$ cat src/rtl/regfile_multiport.sv
// regfile_multiport
//
// Parametrised integer register file sitting between decode (read addresses)
// and writeback (write ports). Entry 0 is hardwired to zero.
//
// Parameters
//   XLEN  : register width in bits
//   NREGS : number of registers (power of two, >= 4)
//   NRD   : number of combinational read ports (1..4)
//
// Ports
//   clk       : rising-edge clock
//   reset_n   : asynchronous active-low reset; clears every entry and the FSM
//   rd_addr   : packed read addresses, port i at [i*AW +: AW]
//   rd_data   : packed read data, port i at [i*XLEN +: XLEN]
//   wr0_*     : write port 0 (lower priority)
//   wr1_*     : write port 1 (wins on an address collision with wr0)
//   clr_req   : level-sampled request for a full-array sweep clear
//   busy      : sweep in progress; writes are dropped while high
//   clr_done  : one-cycle pulse in the cycle after the last entry is cleared
//
// Build option
//   REGFILE_BYPASS_EN : when defined, a read port returns the write data of a
//                       matching write in the same cycle (wr1 over wr0).
//                       When undefined, reads show stored contents only.

module regfile_multiport #(
  parameter int XLEN  = 32,
  parameter int NREGS = 32,
  parameter int NRD   = 2
) (
  input  logic                            clk,
  input  logic                            reset_n,
  input  logic [NRD*$clog2(NREGS)-1:0]    rd_addr,
  output logic [NRD*XLEN-1:0]             rd_data,
  input  logic                            wr0_en,
  input  logic [$clog2(NREGS)-1:0]        wr0_addr,
  input  logic [XLEN-1:0]                 wr0_data,
  input  logic                            wr1_en,
  input  logic [$clog2(NREGS)-1:0]        wr1_addr,
  input  logic [XLEN-1:0]                 wr1_data,
  input  logic                            clr_req,
  output logic                            busy,
  output logic                            clr_done
);

  localparam int            AW   = $clog2(NREGS);
  localparam logic [AW-1:0] LAST = AW'(NREGS - 1);

  typedef enum logic {
    IDLE  = 1'b0,
    SWEEP = 1'b1
  } state_t;

  state_t          state, state_nxt;
  logic [AW-1:0]   idx, idx_nxt;
  logic            done_nxt;
  logic            sweep_clr;

  logic [XLEN-1:0] regs [NREGS];

  logic            we0, we1;

  // busy comes straight from the state register, so clr_req has no
  // combinational path to any output.
  assign busy = (state == SWEEP);

  // A write commits only to a non-zero address while no sweep is running.
  assign we0 = wr0_en && (wr0_addr != '0) && !busy;
  assign we1 = wr1_en && (wr1_addr != '0) && !busy;

  // Clear FSM: state register
  always_ff @(posedge clk or negedge reset_n) begin
    if (!reset_n) begin
      state    <= IDLE;
      idx      <= '0;
      clr_done <= 1'b0;
    end else begin
      state    <= state_nxt;
      idx      <= idx_nxt;
      clr_done <= done_nxt;
    end
  end

  // Clear FSM: next state and sweep control
  always_comb begin
    state_nxt = state;
    idx_nxt   = idx;
    done_nxt  = 1'b0;
    sweep_clr = 1'b0;
    unique case (state)
      IDLE: begin
        if (clr_req) begin
          state_nxt = SWEEP;
          idx_nxt   = AW'(1);
        end
      end
      SWEEP: begin
        sweep_clr = 1'b1;
        if (idx == LAST) begin
          state_nxt = IDLE;
          idx_nxt   = '0;
          done_nxt  = 1'b1;
        end else begin
          idx_nxt = idx + AW'(1);
        end
      end
      default: begin
        state_nxt = IDLE;
        idx_nxt   = '0;
      end
    endcase
  end

  // Storage. The sweep and the write ports never act on the same edge since
  // writes are gated by busy; wr1 is assigned last so it wins a collision.
  always_ff @(posedge clk or negedge reset_n) begin
    if (!reset_n) begin
      for (int i = 0; i < NREGS; i++) begin
        regs[i] <= '0;
      end
    end else begin
      if (sweep_clr) begin
        regs[idx] <= '0;
      end
      if (we0) begin
        regs[wr0_addr] <= wr0_data;
      end
      if (we1) begin
        regs[wr1_addr] <= wr1_data;
      end
    end
  end

  // Combinational read ports
  for (genvar g = 0; g < NRD; g++) begin : g_rd
    logic [AW-1:0]   addr;
    logic [XLEN-1:0] data;

    assign addr = rd_addr[g*AW +: AW];

    always_comb begin
      // Entry 0 is forced to zero on the read side as well, independent of
      // whatever the storage slot holds.
      data = (addr == '0) ? '0 : regs[addr];
`ifdef REGFILE_BYPASS_EN
      // we0/we1 already exclude address 0 and the busy window.
      if (we0 && (wr0_addr == addr)) begin
        data = wr0_data;
      end
      if (we1 && (wr1_addr == addr)) begin
        data = wr1_data;
      end
`else
`endif
    end

    assign rd_data[g*XLEN +: XLEN] = data;
  end

endmodule

$ cat config.mk
export PLATFORM = sky130hd
export DESIGN_NAME = regfile_multiport
export DESIGN_NICKNAME = d
export VERILOG_FILES = /design/src/rtl/regfile_multiport.sv
export SDC_FILE = /design/constraint.sdc
export NUM_CORES = 2
export LEC_CHECK = 0
export BUFFER_PORTS_ARGS = -buffer_cell sky130_fd_sc_hd__buf_2
export CAP_MARGIN = 20
export CORE_MARGIN = 5
export CORE_UTILIZATION = 55
export CTS_CLUSTER_SIZE = 14
export DETAILED_ROUTE_END_ITERATION = 16
export PLACE_DENSITY = 0.86
export SLEW_MARGIN = 30
export SYNTH_ARGS = -nofsm -noshare
export SYNTH_HDL_FRONTEND = slang
export SYNTH_SLANG_ARGS = --single-unit
$ cat constraint.sdc
create_clock -name clk -period 1.77 [get_ports clk]
set_input_delay 0.0885 -clock clk [delete_from_list [all_inputs] [get_ports clk]]
set_output_delay 0.0885 -clock clk [all_outputs]
set_load 0.1 [all_outputs]
==> impl_metrics.json, run 1 <==
{
  "error": "[ERROR GRT-0232] Routing congestion too high. Check the congestion heatmap in the GUI.",
  "clockBufferDepth": 3,
  "gp_congestion": 1.07,
  "synthDistinctLibCells": 56,
  "synth_cells": 6782,
  "std_cell_rows": 124,
  "ys.flop_type": "dfrtp_1",
  "die_h_microns": 350,
  "root_buffer": "clkbuf_16",
  "portBuffers": 154,
  "failed_stage": "5_1_grt",
  "yosysTopAreaCell": "dfrtp_1",
  "avgSynthCellArea_sq_um": 9.39,
  "clkSinkCount": 1031,
  "ys_warn_count": 0,
  "synth.yosys.seq_area_share": 0.405,
  "grt_use_total": 0.844,
  "cts_made_buffers": 109,
  "ys_ff_latch": 1031,
  "syn_nets": 6876,
  "initial_core_util": 0.555,
  "synth_top_area_share": 0.405,
  "grt_max_degree": 103,
  "cts_max_level": 3,
  "synth_area_sq_mm": 0.0637,
  "hpwl_mm": 204,
  "status": "did not finish",
  "netlist_top_cells_area": "dfrtp_1, mux4_2, a22oi_1",
  "io_pins": 155,
  "synth-edff-count": 0,
  "overflow": 774,
  "die_x_microns": 350,
  "async_reset_ff_frac": 1.00
}
cell families after synthesis:
family	count (synthesis)	share of synthesized area
simple gates	2344	0.161
compound gates	1823	0.186
flops	1031	0.405
buf+inv	884	0.0574
mux	693	0.189
fa+ha+maj	5	0.000982
xor+xnor	2	0.000275
layer usage:
layer | GRT overflow | global-route usage
met5 | 35 | 0.683
met4 | 236 | 0.818
met3 | 99 | 0.811
met2 | 301 | 0.930
met1 | 103 | 0.815
through the flow:
step,util,instance area (sq um),instances,worst slack [ns],setup TNS [ns]
floorplan,-,68600,6782,-0.687,-199.42
detailed placement,0.708,81200,9053,-1.06,-227.29
CTS,0.785,90000,9443,-1.11,-241.63
global placement,0.708,81200,9053,-1.06,-189.40
Yosys cell counts, types with 5 or more instances:
cell       number
nor3_2          9
nor4_1         14
buf_2         121
a22oi_1       557
buf_1          34
o21ai_1        87
o32ai_1        16
mux2_2         37
nand2b_1       11
a22o_1         57
mux4_2        404
ha_1            5
nor2_1        873
and3_1         15
inv_1           5
o221ai_1       29
nand3_1       546
buf_6          15
nor2b_1        80
nand4_1        12
o22ai_1        50
and2_1         23
clkbuf_1      689
and3b_1         6
mux2i_1       252
nor3b_1         5
a2111oi_0      28
buf_4          19
nand3b_1        9
or2_2           6
a211oi_1       50
nand2_1       652
o21ai_0        43
nor3_1         55
dfrtp_1      1031
a21oi_1       385
a31oi_1       513
or3_1           5
timing repair:
item,in CTS
pin swaps,157
setup endpoints to repair,1061
gates resized for setup,519
hold endpoints to repair,1838
setup buffers,83
cloned,47
hold buffers,67
==> run 2, diff against run 1 <==
CORE_UTILIZATION = 40   (was 55)
CTS_CLUSTER_SIZE = unset   (was 14)
PLACE_DENSITY = unset   (was 0.86)
PLACE_DENSITY_LB_ADDON = 0.15   (was unset)
clock period = 2.3 ns   (was 1.77 ns; I/O delays follow)
==> run 2 against run 1 <==
The flow now finishes, with violations (setup timing). Synthesized area unchanged. Synthesized cell count unchanged.
==> impl_metrics.json, run 2 <==
{
  "drc": 0,
  "p_switching_mw": 31.8,
  "slowest_delay_ns": 0.59,
  "synth_area_sq_mm": 0.0637,
  "cp.arrival_ns": 2.83,
  "wl_met2_mm": 141,
  "total_power_mw": 86.1,
  "rr_startpoint": "idx[1]",
  "utilization": 0.512,
  "hold_class": "input pin to flop",
  "synth-edff-count": 0,
  "worstMarginPinSlew_ns": 1.00,
  "violations": "setup timing",
  "portBuffers": 154,
  "worst_slack_ns": -0.644,
  "first_iter_violations": 10700,
  "highest_layer": "met5",
  "core_sq_mm": 0.158,
  "rr_worst_depth": 7,
  "yosysTopAreaCell": "dfrtp_1",
  "cts_made_buffers": 119,
  "clkSinkCount": 1031,
  "swShare": 0.369,
  "dr.pass1.iters": 6,
  "nets": 7164,
  "die_x_microns": 409,
  "hpwl_mm": 208,
  "postRouteAntennaNets": 0,
  "synth.yosys.seq_area_share": 0.405,
  "path_clk_slew_ns": 0.06,
  "pwr-share-clk": 0.246,
  "crit_fanout": 2,
  "grt_pass1_wl_mm": 467,
  "maxSlewViolCount": 0,
  "wirelength_mm": 331,
  "min_from": "wr1_addr[0]",
  "initial_core_util": 0.402,
  "wl_met3_mm": 42.9,
  "fin_crit_ns": 2.94,
  "final_cell_mix": "dfrtp_1, nor2_1, nand2_1",
  "avgSynthCellArea_sq_um": 9.39,
  "ir_drop_v": 0.000808,
  "path_cells": "mux4_2 -> mux4_2 -> o22ai_1 -> buf_4 -> nor3_4 -> buf_12",
  "vias": 64500,
  "io_pins": 155,
  "gp_congestion": 0.949,
  "ys_ff_latch": 1031,
  "synth.most_common_cell": "dfrtp_1",
  "status": "finished with violations",
  "intPower_mw": 54.3,
  "syn_nets": 6876,
  "synth_cells": 6782,
  "async_reset_ff_frac": 1.00,
  "reg.largest.list": "regs (1024), idx (5)",
  "cp.required_ns": 2.18,
  "root_buffer": "clkbuf_16",
  "max_slew_margin": 0.332,
  "max_freq_mhz": 340,
  "dp.cells": 8827,
  "netlist_top_cells_area": "dfrtp_1, mux4_2, a22oi_1",
  "cts_tree": "built",
  "area_growth_syn_to_layout_pct": 27.4,
  "power_density_mw_per_mm2": 1060,
  "worstHoldEndpoint": "regs[2]",
  "wl_per_cell_microns": 35.8,
  "cap_violations": 0,
  "overflow": 0,
  "seqPwrFrac": 0.365,
  "finalHoldViolCount": 0,
  "drive_above_1_share": 0.273,
  "grt_max_degree": 117,
  "rsz0062_at_grt": "true",
  "largest-register": "regs",
  "layoutNonFillerInstCount": 9249,
  "ys.flop_type": "dfrtp_1",
  "drt-met1-wl_mm": 123,
  "die_h_microns": 409,
  "power_leakage_nw": 34.2,
  "startpoint_type": "flop",
  "clock_skew_ns": 0.0475,
  "grt_use_total": 0.384,
  "die-area_sq_mm": 0.167,
  "std_cell_rows": 146,
  "cp_common_cell": "mux4_2",
  "antenna_found_initial": 12,
  "path_class": "flop to output port",
  "synthTopCellsByCount": "dfrtp_1, nor2_1, clkbuf_1",
  "synth_top_area_share": 0.405,
  "p_comb_frac": 0.390,
  "cts_max_level": 3,
  "whs_path_depth": 4,
  "clockBufferDepth": 3,
  "rrSetupSlack_ns": 0.09,
  "ys_warn_count": 0,
  "clk_latency_ns": 0.81,
  "final_common_cell": "dfrtp_1",
  "grt_pass1_vias": 62400,
  "timing.final.crit_share": 1.28,
  "critPathSlowestCell": "mux4_2",
  "holdWs_ns": 0.0813,
  "final-setup-viol-count": 64,
  "largest_reg_flops": 1024,
  "vias_per_cell": 6.98,
  "synthDistinctLibCells": 56,
  "end_kind": "output port",
  "worst_r2r_endpoint": "regs[459]"
}
==> run 2: cell counts after synthesis <==
Identical to the previous run, type by type.
==> run 2: how the worst max path moves through the flow <==
stage                  end  slack [ns]        from  cells past startpoint
2_1_floorplan  rd_data[32]       -0.15  rd_addr[6]                      9
3_3_place_gp   rd_data[31]       -0.64  rd_addr[0]                      8
3_5_place_dp   rd_data[15]       -0.61  rd_addr[0]                      9
4_1_cts        rd_data[41]       -0.67    regs[41]                      6
5_1_grt        rd_data[41]       -0.66    regs[41]                      6
6_report       rd_data[40]       -0.64     regs[8]                      6
==> run 2: power by group through the flow <==
stage | sequential (mW) | clock [mW] | combinational (mW)
2_1_floorplan | 29.0 | 0 | 19.8
4_1_cts | 30.9 | 21.2 | 32.6
6_report | 31.4 | 21.2 | 33.6
5_1_grt | 31.9 | 21.9 | 35.3
3_3_place_gp | 31.1 | 0 | 28.9
3_5_place_dp | 31.3 | 0 | 29.6
==> run 2: kinds of logic (layout without fill, tap and decap cells) <==
logic type / Yosys count / after routing / synth area share
other: 0 / 12 / 0
adders and majority gates: 5 / 5 / 0.000982
DFF: 1031 / 1031 / 0.405
AOI/OAI and AO/OA: 1823 / 1823 / 0.186
and+or+nand+nor: 2344 / 2344 / 0.161
muxes: 693 / 693 / 0.189
xor gates and xnor gates: 2 / 2 / 0.000275
buffers and inverters: 884 / 1267 / 0.0574
==> run 2: final cells by class <==
cell class / instances / area [sq um]
Inverter: 6 / 22.5
Multi-Input combinational cell: 4867 / 37100
Fill cell: 14000 / 77300
Tap cell: 2072 / 2590
Clock inverter: 43 / 666
Antenna cell: 12 / 30.0
Timing Repair Buffer: 1045 / 11300
Clock buffer: 173 / 3570
Sequential cell: 1031 / 25800
==> run 2: worst max-delay path, delay by kind of cell, from the launching register on <==
kind | cells | cell delay (ns)
AND/OR/NAND/NOR | 1 | 0.05
AO/OA/AOI/OAI | 1 | 0.14
buffers and inverters | 2 | 0.33
multiplexers | 2 | 1.13
flip-flops | 1 | 0.40
==> run 2: repair_timing <==
item                                     CTS  global route
buffers inserted                         107            23
hold buffers                              69             0
pin swaps                                106            26
endpoints found under the setup margin    65           100
hold endpoints to repair                2025             0
resized for setup                        274            46
==> run 2: through the flow <==
stage	instance area, sq um	setup slack, ns	TNS [ns]
after global placement	73500	-0.639	-11.86
after detailed placement	73500	-0.613	-11.86
after CTS	80700	-0.666	-31.87
after floorplan	64900	-0.154	-2.22
final	81100	-0.644	-29.65
after global routing	81100	-0.659	-32.06
==> run 2: per-layer routing <==
layer | vias up | track usage
li1 | 25800 | -
met1 | 32100 | 0.500
met2 | 5360 | 0.556
met3 | 1227 | 0.118
met4 | 6 | 0.241
met5 | - | 0.00144
No activity file was read; power rests on OpenSTA's default activity.
